==> config.mk <==
export PLATFORM = sky130hd
export DESIGN_NAME = vend_ctrl_gen2
export DESIGN_NICKNAME = d
export VERILOG_FILES = /design/src/rtl/vend_pkg.sv /design/src/rtl/vend_sec_timer.sv /design/src/rtl/vend_ctrl_gen2.sv
export SDC_FILE = /design/constraint.sdc
export NUM_CORES = 1
export LEC_CHECK = 0
export ABC_AREA = 0
export CORE_UTILIZATION = 55
export CTS_BUF_LIST = sky130_fd_sc_hd__clkbuf_4 sky130_fd_sc_hd__clkbuf_8
export DETAILED_ROUTE_END_ITERATION = 8
export PLACE_DENSITY = 0.85
export SLEW_MARGIN = 25
export SYNTH_ARGS = -nofsm -noshare
export SYNTH_HDL_FRONTEND = slang
export SYNTH_SLANG_ARGS = --single-unit
==> constraint.sdc <==
create_clock -name clock -period 3.4 [get_ports clock]
set_input_delay 0.51 -clock clock [delete_from_list [all_inputs] [get_ports clock]]
set_output_delay 0.51 -clock clock [all_outputs]
set_load 0.02 [all_outputs]
==> src/rtl/vend_pkg.sv <==
// Shared definitions for the vending controller.
//   vend_state_e : FSM state encoding (also driven out on state_o)
//   Err*         : err_code values
//   SecW         : width of the seconds down-counter
//   coin_value() : coin code to credit units (0 for the invalid code)
package vend_pkg;

    typedef enum logic [2:0] {
        StIdle   = 3'd0,
        StCredit = 3'd1,
        StPress  = 3'd2,
        StHeat   = 3'd3,
        StDisp   = 3'd4,
        StErr    = 3'd5,
        StRefund = 3'd6
    } vend_state_e;

    localparam logic [1:0] ErrNone   = 2'b00;
    localparam logic [1:0] ErrCredit = 2'b01;
    localparam logic [1:0] ErrSensor = 2'b10;
    localparam logic [1:0] ErrCoin   = 2'b11;

    localparam int unsigned SecW = 8;

    function automatic logic [2:0] coin_value(input logic [1:0] code);
        logic [2:0] val;
        case (code)
            2'b00:   val = 3'd1;
            2'b01:   val = 3'd2;
            2'b10:   val = 3'd5;
            default: val = 3'd0;
        endcase
        return val;
    endfunction

endpackage

==> src/rtl/vend_sec_timer.sv <==
// Phase timer: a tick prescaler (0..TICKS_PER_SEC-1) feeding a seconds down-counter.
//   clk_i, rst_ni : clock, asynchronous active-low reset
//   load_i        : restart prescaler at 0 and load secs_i into the seconds counter
//   secs_i        : phase length in seconds
//   expire_o      : one-cycle pulse on the tick that ends the last loaded second
module vend_sec_timer
    import vend_pkg::*;
#(
    parameter int unsigned TICKS_PER_SEC = 700
) (
    input  logic            clk_i,
    input  logic            rst_ni,
    input  logic            load_i,
    input  logic [SecW-1:0] secs_i,
    output logic            expire_o
);

    localparam int unsigned CntW = (TICKS_PER_SEC > 1) ? $clog2(TICKS_PER_SEC) : 1;

    logic [CntW-1:0] cnt_q, cnt_d;
    logic [SecW-1:0] secs_q, secs_d;
    logic            tick;

    assign tick     = (cnt_q == CntW'(TICKS_PER_SEC - 1));
    assign expire_o = tick && (secs_q == SecW'(1));

    always_comb begin
        cnt_d  = tick ? '0 : cnt_q + CntW'(1);
        secs_d = secs_q;
        if (tick && (secs_q != '0)) begin
            secs_d = secs_q - SecW'(1);
        end
        if (load_i) begin
            cnt_d  = '0;
            secs_d = secs_i;
        end
    end

    always_ff @(posedge clk_i or negedge rst_ni) begin
        if (!rst_ni) begin
            cnt_q  <= '0;
            secs_q <= '0;
        end else begin
            cnt_q  <= cnt_d;
            secs_q <= secs_d;
        end
    end

endmodule

==> src/rtl/vend_ctrl_gen2.sv <==
// Drink vending controller: coin credit, purchase, timed press/heat/dispense, error and refund.
// Optional feature macro: CHANGE_RETURN_EN (adds change_o/change_valid and cash-out refund).
//   clock, reset_n       : clock, asynchronous active-low reset
//   coin_code/coin_insert: coin pulse (00=1, 01=2, 10=5 units, 11=invalid)
//   enter, drink_sel     : purchase confirm pulse and channel select
//   price, sensor_err    : packed per-channel price table, per-channel fault level
//   state_o, credit_o    : FSM state code, current credit
//   coin_reject          : one-cycle pulse on a refused coin
//   pump_o/heater_o/dispense_o : actuators for PRESS/HEAT/DISP
//   rgb_red/green/blue   : status LED;  err_code : error cause while in ERR
module vend_ctrl_gen2
    import vend_pkg::*;
#(
    parameter int unsigned N_DRINKS      = 4,
    parameter int unsigned CREDIT_W      = 6,
    parameter int unsigned TICKS_PER_SEC = 700,
    parameter int unsigned T_IDLE_S      = 10,
    parameter int unsigned T_PRESS_S     = 2,
    parameter int unsigned T_HEAT_S      = 10,
    parameter int unsigned T_DISP_S      = 2,
    parameter int unsigned T_ERR_S       = 6
) (
    input  logic                         clock,
    input  logic                         reset_n,
    input  logic [1:0]                   coin_code,
    input  logic                         coin_insert,
    input  logic                         enter,
    input  logic [$clog2(N_DRINKS)-1:0]  drink_sel,
    input  logic [N_DRINKS*CREDIT_W-1:0] price,
    input  logic [N_DRINKS-1:0]          sensor_err,
    output logic [2:0]                   state_o,
    output logic [CREDIT_W-1:0]          credit_o,
    output logic                         coin_reject,
    output logic                         pump_o,
    output logic                         heater_o,
    output logic                         dispense_o,
    output logic                         rgb_red,
    output logic                         rgb_green,
    output logic                         rgb_blue,
`ifdef CHANGE_RETURN_EN
    output logic [CREDIT_W-1:0]          change_o,
    output logic                         change_valid,
`endif
    output logic [1:0]                   err_code
);

    localparam logic [CREDIT_W-1:0] CreditMax = {CREDIT_W{1'b1}};

    vend_state_e                 state_q, state_d;
    logic [CREDIT_W-1:0]         credit_q, credit_d;
    logic [CREDIT_W-1:0]         paid_q, paid_d;  // price taken for the drink in progress
    logic [$clog2(N_DRINKS)-1:0] sel_q, sel_d;    // channel of the drink in progress
    logic [1:0]                  err_q, err_d;
    logic                        reject_q, reject_d;
    logic [2:0]                  led_q, led_d;    // {red, green, blue}

    logic                        load, coin_restart, expire;
    logic [SecW-1:0]             load_secs;
    logic [CREDIT_W:0]           coin_sum, restore_sum;
    logic [CREDIT_W-1:0]         sel_price;
    logic                        coin_ok, sel_valid;

    function automatic logic [SecW-1:0] phase_secs(input vend_state_e st);
        logic [SecW-1:0] s;
        case (st)
            StCredit: s = SecW'(T_IDLE_S);
            StPress:  s = SecW'(T_PRESS_S);
            StHeat:   s = SecW'(T_HEAT_S);
            StDisp:   s = SecW'(T_DISP_S);
            StErr:    s = SecW'(T_ERR_S);
            default:  s = '0;
        endcase
        return s;
    endfunction

    assign coin_sum    = {1'b0, credit_q} + (CREDIT_W+1)'(coin_value(coin_code));
    assign coin_ok     = (coin_code != 2'b11) && (coin_sum <= {1'b0, CreditMax});
    assign restore_sum = {1'b0, credit_q} + {1'b0, paid_q};
    assign sel_valid   = int'(drink_sel) < int'(N_DRINKS);
    assign sel_price   = price[drink_sel*CREDIT_W +: CREDIT_W];

    always_comb begin
        state_d      = state_q;
        credit_d     = credit_q;
        paid_d       = paid_q;
        sel_d        = sel_q;
        err_d        = err_q;
        reject_d     = 1'b0;
        coin_restart = 1'b0;
        unique case (state_q)
            StIdle, StCredit: begin
                // A coin wins over a simultaneous enter.
                if (coin_insert) begin
                    if (coin_ok) begin
                        credit_d     = coin_sum[CREDIT_W-1:0];
                        state_d      = StCredit;
                        coin_restart = 1'b1;
                    end else begin
                        reject_d = 1'b1;
                        err_d    = ErrCoin;
                        state_d  = StErr;
                    end
                end else if (enter) begin
                    if ((state_q == StIdle) || !sel_valid) begin
                        err_d   = ErrCredit;
                        state_d = StErr;
                    end else if (sensor_err[drink_sel]) begin
                        err_d   = ErrSensor;
                        state_d = StErr;
                    end else if (credit_q < sel_price) begin
                        err_d   = ErrCredit;
                        state_d = StErr;
                    end else begin
                        credit_d = credit_q - sel_price;
                        paid_d   = sel_price;
                        sel_d    = drink_sel;
                        state_d  = StPress;
                    end
                end else if ((state_q == StCredit) && expire) begin
                    state_d = StRefund;
                end
            end
            StPress, StHeat: begin
                reject_d = coin_insert;
                if (sensor_err[sel_q]) begin
                    err_d    = ErrSensor;
                    state_d  = StErr;
                    credit_d = restore_sum[CREDIT_W] ? CreditMax : restore_sum[CREDIT_W-1:0];
                end else if (expire) begin
                    state_d = (state_q == StPress) ? StHeat : StDisp;
                end
            end
            StDisp: begin
                reject_d = coin_insert;
                if (expire) begin
                    if (credit_q != '0) begin
`ifdef CHANGE_RETURN_EN
                        state_d = StRefund;
`else
                        state_d = StCredit;
`endif
                    end else begin
                        state_d = StIdle;
                    end
                end
            end
            StErr: begin
                reject_d = coin_insert;
                if (expire) begin
                    err_d   = ErrNone;
                    state_d = (credit_q != '0) ? StCredit : StIdle;
                end
            end
            StRefund: begin
                reject_d = coin_insert;
                state_d  = StIdle;
`ifdef CHANGE_RETURN_EN
                credit_d = '0;
`endif
            end
            default: state_d = StIdle;
        endcase
    end

    // Any state change, or an accepted coin, restarts the phase timer from tick 0.
    assign load      = (state_d != state_q) || coin_restart;
    assign load_secs = phase_secs(state_d);

    vend_sec_timer #(
        .TICKS_PER_SEC(TICKS_PER_SEC)
    ) u_timer (
        .clk_i   (clock),
        .rst_ni  (reset_n),
        .load_i  (load),
        .secs_i  (load_secs),
        .expire_o(expire)
    );

    always_comb begin
        led_d = 3'b000;
        unique case (state_d)
            StIdle:                  led_d = 3'b001;
            StCredit:                led_d = 3'b011;
            StPress, StHeat, StDisp: led_d = 3'b010;
            StErr:                   led_d = 3'b100;
            StRefund:                led_d = 3'b110;
            default:                 led_d = 3'b000;
        endcase
    end

    always_ff @(posedge clock or negedge reset_n) begin
        if (!reset_n) begin
            state_q  <= StIdle;
            credit_q <= '0;
            paid_q   <= '0;
            sel_q    <= '0;
            err_q    <= ErrNone;
            reject_q <= 1'b0;
            led_q    <= 3'b000;
        end else begin
            state_q  <= state_d;
            credit_q <= credit_d;
            paid_q   <= paid_d;
            sel_q    <= sel_d;
            err_q    <= err_d;
            reject_q <= reject_d;
            led_q    <= led_d;
        end
    end

    // Actuators decode the state register directly so reset drops them without a clock.
    assign state_o     = state_q;
    assign credit_o    = credit_q;
    assign coin_reject = reject_q;
    assign err_code    = err_q;
    assign pump_o      = (state_q == StPress);
    assign heater_o    = (state_q == StHeat);
    assign dispense_o  = (state_q == StDisp);
    assign {rgb_red, rgb_green, rgb_blue} = led_q;

`ifdef CHANGE_RETURN_EN
    assign change_valid = (state_q == StRefund);
    assign change_o     = change_valid ? credit_q : '0;
`endif

endmodule
== After elaboration in Yosys (flattened, before gate mapping) ==
Index checks and enable logic that the tools add are counted.
Widths: inputs -> output; s select.

* Bits in registers: 41
* Word-level logic and storage cells: 122
* Output and inout bits: 18

* $add $sub $neg: 5
* Bitwise gates (word level): 4
* Multiply operators: 1
* Reductions and logical operators: 23
* Order comparisons: 4
* Muxes and demuxes: 48
* Shift-type cells: 1
* Equal/unequal tests: 27

{| class="wikitable"
|+ Operators with widths
! operator !! number
|-
| $mux 6 || 8
|-
| $mux 3 || 11
|-
| $shiftx 24x6->6 || 1
|-
| $mux 10 || 2
|-
| $eq 3x3->1 const B || 6
|-
| $ne 3x3->1 const B || 6
|-
| $pmux 3 s3 || 2
|-
| $mux 2 || 8
|-
| $mux 8 || 2
|-
| $pmux 3 s5 || 1
|-
| $eq 3x2->1 const B || 4
|-
| $pmux 4 s3 || 1
|-
| $pmux 6 s2 || 1
|-
| $reduce_and 6->1 || 2
|-
| $add 10x1->10 const B || 1
|-
| $eq 10x10->1 const B || 1
|-
| $reduce_or 2->1 || 5
|-
| $eq 8x1->1 const B || 1
|-
| $mux 1 || 8
|-
| $reduce_bool 8->1 || 1
|-
| $sub 8x1->8 const B || 1
|-
| $add 6x3->7 || 1
|-
| $add 6x6->7 || 1
|-
| $le 7x6->1 const B || 1
|-
| 24 further kinds || 37
|}

== Longest topological paths before layout ==
* Depth in word-level cells: 13
* Mapped depth: 12
* Gate-level depth less buffers: 11

== Cells and area by module ==
From an unflattened synthesis, not the netlist that was laid out.

* Cells, all modules: 358
* Area, all modules: 3266.9 um^2

{| class="wikitable"
|+ By module, submodules not included
! module !! sequential area each (um^2) !! times used !! cells each !! area each (um^2)
|-
| vend_ctrl_gen2 || 575.6 || 1 || 246 || 2202.1
|-
| vend_sec_timer || 450.4 || 1 || 112 || 1064.8
|}

== Worst setup path before layout ==
No wires, ideal clock.

* Kind: in2reg
* Start point: input port drink_sel[0]
* End point: register err_q[0], in the netlist err_code[0]
* Data arrival time: 3.184 ns
* Setup time: 0.128 ns
* Data required time: 3.272 ns
* Setup slack: 0.088 ns
* Cell stages on the path: 11
* Cell sequence: buf_6 > mux4_2 > ha_1 > fa_1 > nand2b_1 > a211oi_1 > o21ai_2 > nand4_2 > o2111ai_4 > a32oi_2 > mux2_1

* Elaborated cells on any way between the ends: 12

{| class="wikitable"
|+ RTL lines
! element !! RTL line !! source
|-
| start, declared || vend_ctrl_gen2.sv:28 || <nowiki>input logic [$clog2(N_DRINKS)-1:0] drink_sel,</nowiki>
|-
| $mul 2x2->4 || vend_ctrl_gen2.sv:80 || <nowiki>assign sel_price = price[drink_sel*CREDIT_W +: CREDIT_W];</nowiki>
|-
| $shiftx 24x6->6 || vend_ctrl_gen2.sv:80 ||
|-
| named net sel_price[0] || vend_ctrl_gen2.sv:60 || <nowiki>logic [CREDIT_W-1:0] sel_price;</nowiki>
|-
| $lt 6x6->1 || vend_ctrl_gen2.sv:110 || <nowiki>end else if (credit_q < sel_price) begin</nowiki>
|-
| $ne 5x5->1 (no source line) || n/a ||
|-
| $reduce_and 6->1 (no source line) || n/a ||
|-
| end signal, assigned || vend_ctrl_gen2.sv:197 || <nowiki>err_q <= ErrNone;</nowiki>
|-
| end signal, assigned || vend_ctrl_gen2.sv:205 || <nowiki>err_q <= err_d;</nowiki>
|-
| end, declared || vend_ctrl_gen2.sv:53 || <nowiki>logic [1:0] err_q, err_d;</nowiki>
|}

The timed path passes the listed nets, and every way through them passes these cells. The select of a mux whose other input is x is not followed.
A chain may end at the register's enable or synchronous reset.

== Worst setup path after layout ==
* Start point: input port price[12]
* End point: register err_q[1], in the netlist err_code[1]

* Longest elaborated chain between the ends: 4

{| class="wikitable"
|+ RTL lines
! element !! RTL line !! source
|-
| start, declared || vend_ctrl_gen2.sv:29 || <nowiki>input logic [N_DRINKS*CREDIT_W-1:0] price,</nowiki>
|-
| $shiftx 24x6->6 || vend_ctrl_gen2.sv:80 ||
|-
| named net sel_price[0] || vend_ctrl_gen2.sv:60 ||
|-
| $lt 6x6->1 || vend_ctrl_gen2.sv:110 ||
|-
| $ne 5x5->1 (no source line) || n/a ||
|-
| $reduce_and 6->1 (no source line) || n/a ||
|}

The timed path passes the listed nets, and every way through them passes these cells.

==> impl_summary.md <==
Run status
The flow ran to the end, and the final reports show no timing, DRC or antenna violations.

Cells and area
The utilization of the core after routing is 0.722. The synthesis-to-finish area growth is 27.2%. The post-layout net count is 455. The number of antenna diodes is 0. The filler cell count in the final layout is 384. In the final layout, the share of cells above drive strength 1 is 0.153.

Logic synthesis
The total number of yosys warnings is 0. The most common cell in the synthesized netlist is sky130_fd_sc_hd__dfrtp_1. The synthesized instance count is 331. The average instance in the mapped netlist occupies 9.45 um^2. The netlist area before placement is 3130 um^2. The area share of the largest cell type after synthesis is 0.328. The register bit total from synthesis is 41. sky130_fd_sc_hd__dfrtp_1 takes more of the synthesized area than any other cell.

By area the synthesized netlist is led by sky130_fd_sc_hd__dfrtp_1 33%, sky130_fd_sc_hd__ha_1 7.2%, sky130_fd_sc_hd__mux4_2 5.0%. After synthesis, the netlist uses 62 different library cells. In the synthesized netlist, the cells that appear most often are 41 x sky130_fd_sc_hd__dfrtp_1, 29 x sky130_fd_sc_hd__nand2_1, 28 x sky130_fd_sc_hd__nor2_1. The main flop type after synthesis is sky130_fd_sc_hd__dfrtp_1. The number of enable-type register cells in the synthesized netlist is 0.

The sequential element share of the synthesized area is 0.328. The number of nets in the synthesized netlist is 388. In the synthesized netlist the async set-or-reset flop fraction comes to 1.00.

Power and ir drop
The share of total power dissipated in combinational logic is 0.557. The switching power share of the total is 0.425. The power per cell area is 671 nW/um^2. Total power for the finished layout comes to 2.67 mW. The share of total power dissipated in the clock network is 0.155. The switching power is 1.13 mW. Across the VDD grid, the largest voltage drop is 0.405 mV.

The internal portion of the total power is 1.53 mW. In this run the static leakage power is 1.75 nW. Of the total power, registers draw 0.288.

GRT
The first global-routing pass estimated 13,400 um of wire. The remaining global-route overflow is 0. The via count of the first global-routing pass came to 2,855. The number of antenna violations at the first check in global routing was 0.

The aggregate global-route resource usage is 0.284. Entering global routing, the biggest net connects 42 pins.

Floorplan
For this design the top-level I/O count stands at 54. The floorplan die area is 5990 um^2. The die boundary width is 77.4 um. For this configuration, the core starts out at a cell density of 0.568. The number of rows in the core area is 27. In this run the vertical extent of the chip is 77.4 um. The placeable core area is 5510 um^2.

Placed design
Routability-driven placement finished with a final weighted congestion of 0.947. The setup slack after placement is -464 ps. In this run the tool buffered the top-level ports with 53 buffer cells. The total half-perimeter wirelength after legalization and detailed placement is 5930 um.

STA
The final critical-path share of the clock period is 0.961. Timing would allow up to 0.306 GHz. Setup slack closes at 131 ps.

Across the routed clock network, the largest skew measured is 9.91 ps. The accumulated negative setup slack is 0 ps. At the pin with the least slew margin, the transition time is 765 ps. The worst pin sits at a relative slew slack of 0.489. The shortest period the worst path allows is 3270 ps. Hold timing on the final database bottoms out at a slack of 190 ps. The final count of negative-setup-slack endpoints is 0. Setup repair after global routing left no endpoint under its margin.

The number of pins with negative max-slew slack in the final report is 0. The final hold violation count was 0.

Setup path
The critical path goes through clkdlybuf4s50_1, mux4_2, ha_1, fa_1, nand2b_4, a211oi_2, buf_4, o21ai_2, nand4_2, o2111ai_4, a32oi_2, mux2_1. The arrival time of data at the critical path endpoint is 3460 ps. Of all nets on the critical path, the largest fanout is 3. The master of the slowest instance on the critical path is sky130_fd_sc_hd__mux4_2. The largest incremental delay on the critical path is 470 ps. The combined buffer and inverter count along the critical path is 2. On the critical path the largest part of the delay comes from multiplexers.

Setup slack on the worst reg-to-reg path comes out at 420 ps. STA classifies the critical path startpoint as an input port. STA classifies the critical path endpoint as a flop.

The worst setup path is of the in2reg kind. STA puts the critical path data required time at 3590 ps.

Clocking
The cell at the root of the clock tree is sky130_fd_sc_hd__clkbuf_8. In this run, CTS created clock tree buffers numbering 5. For the worst-skew pair, the clock arrives at the later sink with an insertion delay of 300 ps. The longest clock path from root to sink contains 2 buffers.

The clock input transition at the sequential cells of the worst setup and hold paths is 90 ps. TritonCTS built the clock tree. For this design, the sink count on the clock tree is 41. The number of levels the H-tree was split into is 2. For this design, the CTS-stage hold fixing added 0 buffers.

Routing
The highest metal layer with signal wires is met4. The per-cell via count in the routed design is 6.04. Summed over all layers, the routed wires come to 7880 um. In this run the remaining antenna-violating nets after routing total 0.

After detailed routing, the number of remaining DRC violations is 0. The detailed router placed 2,845 vias in this run. For this block, wires on met1 add up to 3110 um.

Dividing the detail-routed wire length by the instance count gives 16.7 um. The detailed router finished its first iteration with 199 violations. The detailed-routed wire length on met2 is 4120 um. The pre-antenna-repair detailed-routing pass consisted of 5 iterations. In the detailed route, the total length drawn on met3 is 497 um.

Min path
In this run the worst hold path is classified as in2async.

Flow run
The number of maximum-capacitance violations is 0.
kinds of logic after synthesis:
kind of cell / synth area share
AND/OR/NAND/NOR: 0.216
AO/OA/AOI/OAI: 0.148
flip-flops: 0.328
buffers and inverters: 0.0460
XOR/XNOR: 0.0700
adder cells (fa/ha/maj): 0.0912
multiplexers: 0.101
worst paths after layout:
kind                       cells past startpoint                end        startpoint
max                                           12        err_code[1]         price[12]
min                                            1  u_timer.secs_q[1]           reset_n
max reg2reg                                    9   u_timer.cnt_q[4]  u_timer.cnt_q[0]
min reg2reg                                    1   u_timer.cnt_q[0]  u_timer.cnt_q[0]
max in group asynchronous                      1        credit_o[1]           reset_n
min in group clock                             1   u_timer.cnt_q[0]  u_timer.cnt_q[0]
registers in the layout (all words and copies together), names as in the netlist:
register	cells
coin_reject	1
credit_o	6
err_code	2
led_q	3
paid_q	6
sel_q	2
state_o	3
u_timer.cnt_q	10
u_timer.secs_q	8
power groups by stage:
stage	logic (mW)	clock network [mW]	registers, mW
final	1.49	0.414	0.769
after detailed placement	1.43	0	0.771
after CTS	1.46	0.415	0.762
after floorplan	0.878	0	0.799
after global routing	1.62	0.440	0.786
after global placement	1.38	0	0.766
layout by cell type (no fill, tap or decap), types with 4 or more instances in the layout:
| master | synthesis | routed |
|---|---|---|
| sky130_fd_sc_hd__o21ai_0 | 19 | 19 |
| sky130_fd_sc_hd__mux2_2 | 8 | 8 |
| sky130_fd_sc_hd__nand2b_1 | 7 | 6 |
| sky130_fd_sc_hd__nor2_1 | 28 | 28 |
| sky130_fd_sc_hd__and2_1 | 4 | 4 |
| sky130_fd_sc_hd__xor2_1 | 12 | 12 |
| sky130_fd_sc_hd__clkbuf_8 | 0 | 5 |
| sky130_fd_sc_hd__o22ai_1 | 5 | 5 |
| sky130_fd_sc_hd__xnor2_1 | 13 | 13 |
| sky130_fd_sc_hd__a21oi_1 | 14 | 13 |
| sky130_fd_sc_hd__inv_1 | 20 | 20 |
| sky130_fd_sc_hd__dfrtp_1 | 41 | 41 |
| sky130_fd_sc_hd__mux4_2 | 7 | 7 |
| sky130_fd_sc_hd__ha_1 | 18 | 18 |
| sky130_fd_sc_hd__nand3_1 | 13 | 13 |
| sky130_fd_sc_hd__buf_4 | 0 | 17 |
| sky130_fd_sc_hd__clkdlybuf4s50_1 | 0 | 51 |
| sky130_fd_sc_hd__nand2_1 | 29 | 29 |
| sky130_fd_sc_hd__and3_1 | 9 | 9 |
| sky130_fd_sc_hd__nor2b_1 | 8 | 8 |
| sky130_fd_sc_hd__nor3_1 | 9 | 9 |
worst register-to-register path, stage by stage (launching register included):
cell,delay (ps)
sky130_fd_sc_hd__dfrtp_1,390
sky130_fd_sc_hd__ha_1,260
sky130_fd_sc_hd__and4bb_2,260
sky130_fd_sc_hd__and3_1,490
sky130_fd_sc_hd__a221oi_1,200
sky130_fd_sc_hd__a221oi_1,550
sky130_fd_sc_hd__and3_1,320
sky130_fd_sc_hd__o21ai_4,80
sky130_fd_sc_hd__buf_12,160
sky130_fd_sc_hd__nor3_1,200
metal layers:
metal,GRT usage,vias to the layer above
met5,0,-
met4,0.115,0
met3,0.0506,22
met2,0.503,147
met1,0.339,1357
li1,-,1319
layout make-up:
| type | instances | area (um^2) | area share |
|---|---|---|---|
| tap | 72 | 90.1 | 0.0226 |
| multi-input combinational | 258 | 1980 | 0.498 |
| sequential | 41 | 1030 | 0.258 |
| clock inverter | 3 | 46.3 | 0.0116 |
| clock buffer | 5 | 68.8 | 0.0173 |
| timing repair buffer | 71 | 687 | 0.173 |
| inverter | 21 | 78.8 | 0.0198 |
timing repair:
item / in CTS / in global routing
buffers inserted: 0 / 0
setup endpoints to repair: 19 / 3
endpoints found under the hold margin: 0 / 0
gates cloned: 0 / 0
pin swaps: 2 / 1
gates resized for setup: 4 / 1
stage by stage:
step	area (um^2)	std cells
2_1_floorplan	3130	331
3_3_place_gp	3840	463
3_5_place_dp	3840	463
4_1_cts	3970	471
5_1_grt	3980	471
6_report	3980	471
(Power assumes the default switching activity.)
